<file path="config.mk">
export PLATFORM = sky130hd
export DESIGN_NAME = async_fifo_core_flat
export DESIGN_NICKNAME = d
export VERILOG_FILES = /design/src/rtl/async_fifo_core_if.sv /design/src/rtl/async_fifo_core.sv /design/src/flat_wrapper.sv
export SDC_FILE = /design/constraint.sdc
export NUM_CORES = 1
export LEC_CHECK = 0
export ABC_AREA = 1
export BUFFER_PORTS_ARGS = -buffer_cell sky130_fd_sc_hd__buf_2
export CORE_MARGIN = 2
export CORE_UTILIZATION = 42
export CTS_BUF_LIST = sky130_fd_sc_hd__clkbuf_8
export DETAILED_ROUTE_END_ITERATION = 16
export PLACE_DENSITY_LB_ADDON = 0.2
export SETUP_SLACK_MARGIN = 0.15
export SYNTH_ARGS = -nofsm -noshare
export SYNTH_HDL_FRONTEND = slang
export SYNTH_SLANG_ARGS = --single-unit
</file>
<file path="constraint.sdc">
create_clock -name clk -period 5.75 [get_ports clk]
set_clock_uncertainty 0.1 [all_clocks]
set_input_delay 0.8625 -clock clk [delete_from_list [all_inputs] [get_ports clk]]
set_output_delay 0.8625 -clock clk [all_outputs]
set_load 0.05 [all_outputs]
</file>
<file path="src/rtl/async_fifo_core_if.sv">
// Handshake bundle for async_fifo_core: producer (winc/wdata/wfull) and consumer (rinc/rdata/rempty).
// The occupancy output wlevel exists only when FIFO_LEVEL_EN is defined.
interface async_fifo_core_if #(
  parameter int DSIZE = 32,
  parameter int ASIZE = 4
);
  logic [DSIZE-1:0] wdata;
  logic             winc;
  logic             wfull;
  logic             rinc;
  logic [DSIZE-1:0] rdata;
  logic             rempty;
`ifdef FIFO_LEVEL_EN
  logic [ASIZE:0]   wlevel;
`endif

  // The master drives requests into the FIFO; the slave is the FIFO itself.
  modport master (
    output wdata, winc, rinc,
    input  wfull, rdata, rempty
`ifdef FIFO_LEVEL_EN
    , input wlevel
`endif
  );

  modport slave (
    input  wdata, winc, rinc,
    output wfull, rdata, rempty
`ifdef FIFO_LEVEL_EN
    , output wlevel
`endif
  );
endinterface

</file>
<file path="src/rtl/async_fifo_core.sv">
// Single-clock FIFO (2^ASIZE x DSIZE) with separate write/read pointers and first-word-fall-through rdata.
// Define FIFO_LEVEL_EN to add the combinational occupancy output wlevel.
module async_fifo_core #(
  parameter int DSIZE = 32,
  parameter int ASIZE = 4
) (
  input  logic                clk,
  input  logic                rst,
  async_fifo_core_if.slave    fifo_if
);
  localparam int DEPTH = 1 << ASIZE;

  logic [ASIZE:0]   wptr_q, wptr_d;
  logic [ASIZE:0]   rptr_q, rptr_d;
  logic [DSIZE-1:0] mem_q [DEPTH];

  logic             full;
  logic             empty;
  logic             wr_en;
  logic             rd_en;
  logic [ASIZE-1:0] waddr;
  logic [ASIZE-1:0] raddr;

  assign waddr = wptr_q[ASIZE-1:0];
  assign raddr = rptr_q[ASIZE-1:0];

  // The extra pointer MSB tells a full FIFO from an empty one when the address bits match.
  assign empty = (wptr_q == rptr_q);
  assign full  = (wptr_q[ASIZE] != rptr_q[ASIZE]) && (waddr == raddr);

  // Both requests are qualified by the flags as they stood before the edge.
  assign wr_en = fifo_if.winc && !full && !rst;
  assign rd_en = fifo_if.rinc && !empty && !rst;

  // NOTE: every signal assigned in always_comb gets a default first, so no path leaves it unassigned and no latch is inferred.
  always_comb begin
    wptr_d = wptr_q;
    rptr_d = rptr_q;
    if (wr_en) wptr_d = wptr_q + 1'b1;
    if (rd_en) rptr_d = rptr_q + 1'b1;
  end

  // NOTE: sequential state uses non-blocking assignments so every flop samples pre-edge values.
  always_ff @(posedge clk) begin
    if (rst) begin
      wptr_q <= '0;
      rptr_q <= '0;
    end else begin
      wptr_q <= wptr_d;
      rptr_q <= rptr_d;
    end
  end

  // NOTE: the storage array is deliberately not reset; equal pointers make stale words unreachable.
  always_ff @(posedge clk) begin
    if (wr_en) mem_q[waddr] <= fifo_if.wdata;
  end

  always_comb begin
    fifo_if.rdata = '0;
    if (!empty) fifo_if.rdata = mem_q[raddr];
  end

  assign fifo_if.wfull  = full;
  assign fifo_if.rempty = empty;

`ifdef FIFO_LEVEL_EN
  // Modulo subtraction gives 0..DEPTH because the pointers carry one extra bit.
  assign fifo_if.wlevel = wptr_q - rptr_q;
`endif

endmodule

</file>
<file path="src/flat_wrapper.sv">
// flat-port wrapper written by rule: the top's interface ports become plain ports
module async_fifo_core_flat 
#(
  parameter int DSIZE = 32,
  parameter int ASIZE = 4
)
  (clk, rst, fifo_if_wdata, fifo_if_winc, fifo_if_rinc, fifo_if_wfull, fifo_if_rdata, fifo_if_rempty);
  async_fifo_core_if #(.DSIZE(DSIZE), .ASIZE(ASIZE)) fifo_if_i ();
  input  logic clk;
  input  logic rst;
  input wire logic [$bits(fifo_if_i.wdata)-1:0] fifo_if_wdata;
  input wire logic [$bits(fifo_if_i.winc)-1:0] fifo_if_winc;
  input wire logic [$bits(fifo_if_i.rinc)-1:0] fifo_if_rinc;
  output wire logic [$bits(fifo_if_i.wfull)-1:0] fifo_if_wfull;
  output wire logic [$bits(fifo_if_i.rdata)-1:0] fifo_if_rdata;
  output wire logic [$bits(fifo_if_i.rempty)-1:0] fifo_if_rempty;
  assign fifo_if_i.wdata = fifo_if_wdata;
  assign fifo_if_i.winc = fifo_if_winc;
  assign fifo_if_i.rinc = fifo_if_rinc;
  assign fifo_if_wfull = fifo_if_i.wfull;
  assign fifo_if_rdata = fifo_if_i.rdata;
  assign fifo_if_rempty = fifo_if_i.rempty;
  async_fifo_core #(.DSIZE(DSIZE), .ASIZE(ASIZE)) u_core (.clk(clk), .rst(rst), .fifo_if(fifo_if_i));
endmodule
</file>
# Word level (Yosys, flattened, before mapping)
# Memory sizes are Yosys's and may differ from the RTL's. A register that Yosys moved wholly into a read port is not among the register bits.
# Index checks and enable logic that the tools add are counted.
# Widths: inputs -> output; s select.
[word_totals] out_inout_bits=34 n_memories=1 in_bits=36 register_bits=10 ram_bits=512
[memory_table] name="u_core.mem_q" depth=16 width=32 rd=1 rd_clocked_by_memory_dff=1 write_ports=1 line_no="async_fifo_core.sv:15" rtl="logic [DSIZE-1:0] mem_q [DEPTH];"
[classes] n_eq_ne=3 reduce_logical=8 mux=5 add_sub_neg=2
[ops] cell="$mux 32" count=1
[ops] cell="$add 5x1->5 const B" count=2
[ops] cell="$mux 4" count=2
[ops] cell="$eq 5x5->1" count=1
[ops] cell="$logic_and 1x1->1" count=5
[ops] cell="$eq 4x4->1" count=1
[ops] cell="$logic_not 1->1" count=3
[ops] cell="$mux 1" count=2
[ops] cell="$ne 1x1->1" count=1

# Logic depth before layout (Yosys ltp)
[depth] word_depth=7 ltp_mapped=11

# Worst setup path after synthesis
# No wires, ideal clock.
[synth_timing] path_kind="input -> register" from="input port fifo_if_winc" to="memory u_core.mem_q[0][0] (enable)" setup_slack_ns=2.645 setup_ns=0.421 required_time_ns=5.229 n_path_buf=0 arrival_ns=2.584 cell_stages=4 cell_sequence="nand2_1 -> nor2_1 -> nand2_1 -> nor2_1"
[synth_via] elab_chain_cells=4
[synth_lines] item="start, declared" line_no="flat_wrapper.sv:12" rtl="input wire logic [$bits(fifo_if_i.winc)-1:0] fifo_if_winc;"
[synth_lines] item="$logic_and 1x1->1 (2 in series)" line_no="async_fifo_core.sv:32" rtl="assign wr_en = fifo_if.winc && !full && !rst;"
[synth_lines] item="$mux 1" line_no="async_fifo_core.sv:56" rtl="if (wr_en) mem_q[waddr] <= fifo_if.wdata;"
[synth_lines] item="$mux 1 (not written as such)" line_no="async_fifo_core.sv:56"
[synth_lines] item="end, declared" line_no="async_fifo_core.sv:15"
# Every way passes these cells.

==> summary.txt <==
mux cell area share after synthesis = 0
top-count cell post-synth = edfxtp_1
GRT Residual Overflow = 0
Hold WC Path Type = in -> reg
CTS max path bufs = 3
Synth top area share = 0.695
routability cong. = 0.727
antenna viol nets, final = 0
core area = 52300 um2
Initial Util = 0.423
crit start category = flop
Pleak = 8.96 nW
slowest CP cell = dfxtp_4
unrepaired setup endpoints after global routing = false
status = finished clean
DR iter-0 viols = 1182
maxcap violations = 0
maximum VDD drop = 0.151 mV
largest area contributor in the netlist = edfxtp_1
Fmax achieved = 0.244 GHz
Die X = 234 um
largest cells by area after synthesis = edfxtp_1 (69%), inv_1 (4.7%), nand2_1 (4.4%)
Post-DP HPWL = 25700 um
Max-Slew Margin vs Limit = 0.300
Post-Synth XOR/XNOR Area = 0.000396
critical path required time = 4.79 ns
Post-Synth Simple-Gate Area = 0.0910
layout cell share with drive strength beyond 1 = 0.135
Via density = 5.09
min cycle time layout = 4.09 ns
placed cell count = 2492
clock root cell = clkbuf_8
Worst R2R Path Depth = 10
Post-Route WL = 50300 um
Final setup viols = 0
setup TNS = 0 ns
CTS clk-pin slew, worst paths = 0.05 ns
H-tree levels = 3
post-synthesis cell count = 1815
number of flops mapped to enable cells by yosys = 512
Clock Latency Late Sink = 0.67 ns
number of global-route vias before repair = 13100
largest fanout on the critical path = 57
yosys warns = 0
Compound-Gate Fraction of Synth Area = 0.115
total CTS buffers = 89
WL/cell = 18.9 um
Synth Flop Type = edfxtp_1
port buffer count = 69
combinational family with the most area after synthesis = compound AO/OA/AOI/OAI gates
CP Capture Type = output pin
worst-path cell chain = buf_4 -> o211ai_1 -> nand3_1 -> nand2_1 -> nand2_1 -> nand2_1 -> nor2_1 -> buf_2
pre-CTS WS = 2.34 ns
#FFs+latches synth = 526
final period utilization = 0.712
CP most frequent cell = nand2_1
Die ar. = 54600 um2
non-filler cells, final = 2657
cts repair resizes = 0
Post-Synth Adder-Cell Area = 0.00283
Die Ht = 234 um
pin count of the biggest net entering global routing = 149
top post-synthesis cells by count = edfxtp_1 (512), inv_1 (275), nand2_1 (259)
type of the worst setup path = reg -> out
Tot GR Track Use = 0.188
vias = 13500
transition time of the tightest slew-check pin = 1.05 ns
initial antenna violation count = 3
setup ws final = 1.66 ns
cell family with most CP delay = buffers and inverters
post-synthesis sequential area ratio = 0.707
Netlist Area Pre-Place = 22100 um2
CTS tree = yes
cell area power density = 334 nW/um2
Area Growth Syn to Fin = 10.8%
Rows = 84
DR DRC count = 0
clock sinks = 526
Netlist cell types = 28
crit path capture = fifo_if_rdata[11]
crit path buf inv count = 2
Worst path depth = 8
worst reg2reg path endpoint = u_core.mem_q[13][20]
final hold violations = 0
TritonRoute pass-1 iters = 5
fin nets = 1936
Max stage delay on crit path = 0.83 ns
cts hold-fix bufs = 0
number of setup buffers added after CTS = 0
ys async rst share = 0
# IOs = 70
first-pass GRT wire length = 77000 um
Arr. time, crit path = 3.13 ns
Tot Pwr = 8.19 mW
r2r setup slk = 2.61 ns
syn nets = 1856
Avg Cell Area, Syn = 12.2 um2
Worst R2R Start = u_core.wptr_q[0]
max-slew violations = 0
-- how the worst min path moves through the flow --
stage	to	from	slack [ns]	cells after the start
after global routing	flop	rst	0.33	2
after global placement	flop	u_core.rptr_q[1]	0.42	2
final	flop	rst	0.37	2
after floorplan	flop	u_core.rptr_q[1]	0.38	2
after detailed placement	flop	u_core.rptr_q[1]	0.43	2
after CTS	flop	rst	0.31	2
-- cells in the final DEF (no fill, tap or decap), types with 38 or more instances in the layout --
cell and instances:
o211ai_1 128, a21oi_1 131, edfxtp_1 512, clkbuf_8 90, buf_2 69, nor2_1 38
nand3_1 139, o21ai_1 51, nand2_1 259, inv_1 311, o21ai_0 78
-- worst register-to-register path, delay by kind of cell (launching register included) --
| family | cells | cell delay, ns |
|---|---|---|
| flip-flops | 1 | 0.35 |
| AND/OR/NAND/NOR | 8 | 1.75 |
| buffers and inverters | 2 | 0.60 |
-- kinds of logic after synthesis --
group | Yosys count
adders and majority gates | 5
AOI/OAI and AO/OA | 420
xor gates and xnor gates | 1
and+or+nand+nor | 474
DFF | 526
buffers and inverters | 389
-- where the power goes --
part | switching [mW] | internal [mW]
registers | 0.0413 | 4.24
clock network | 1.49 | 1.47
logic | 0.703 | 0.246
-- sequential cells by signal, summed over array words and instances (netlist names), named ones only --
name,cells
u_core.wptr_q,5
u_core.rptr_q,5
u_core.mem_q,512
-- per-layer routing --
metal | GRT usage | part of all wire
met1 | 0.261 | 0.47
met2 | 0.293 | 0.46
met3 | 0.0372 | 0.052
met4 | 0.0678 | 0.021
met5 | 0 | 0.00054
-- layout make-up --
type                       instances  area, um2
antenna                            1       2.50
clock buffer                      90       1240
clock inverter                    74        333
fill                            4716      27800
inverter                         280       1050
multi-input combinational        900       4750
sequential                       526      15700
tap                              688        861
timing repair buffer              98        626
-- through the flow --
stage / hold WS (ns) / utilization / area [um2]
after floorplan: 0.385 / - / 22100
after global placement: 0.422 / 0.438 / 23000
after detailed placement: 0.426 / 0.438 / 23000
after CTS: 0.313 / 0.469 / 24500
after global routing: 0.334 / 0.469 / 24500
final: 0.366 / 0.469 / 24500
(Power assumes the default switching activity.)
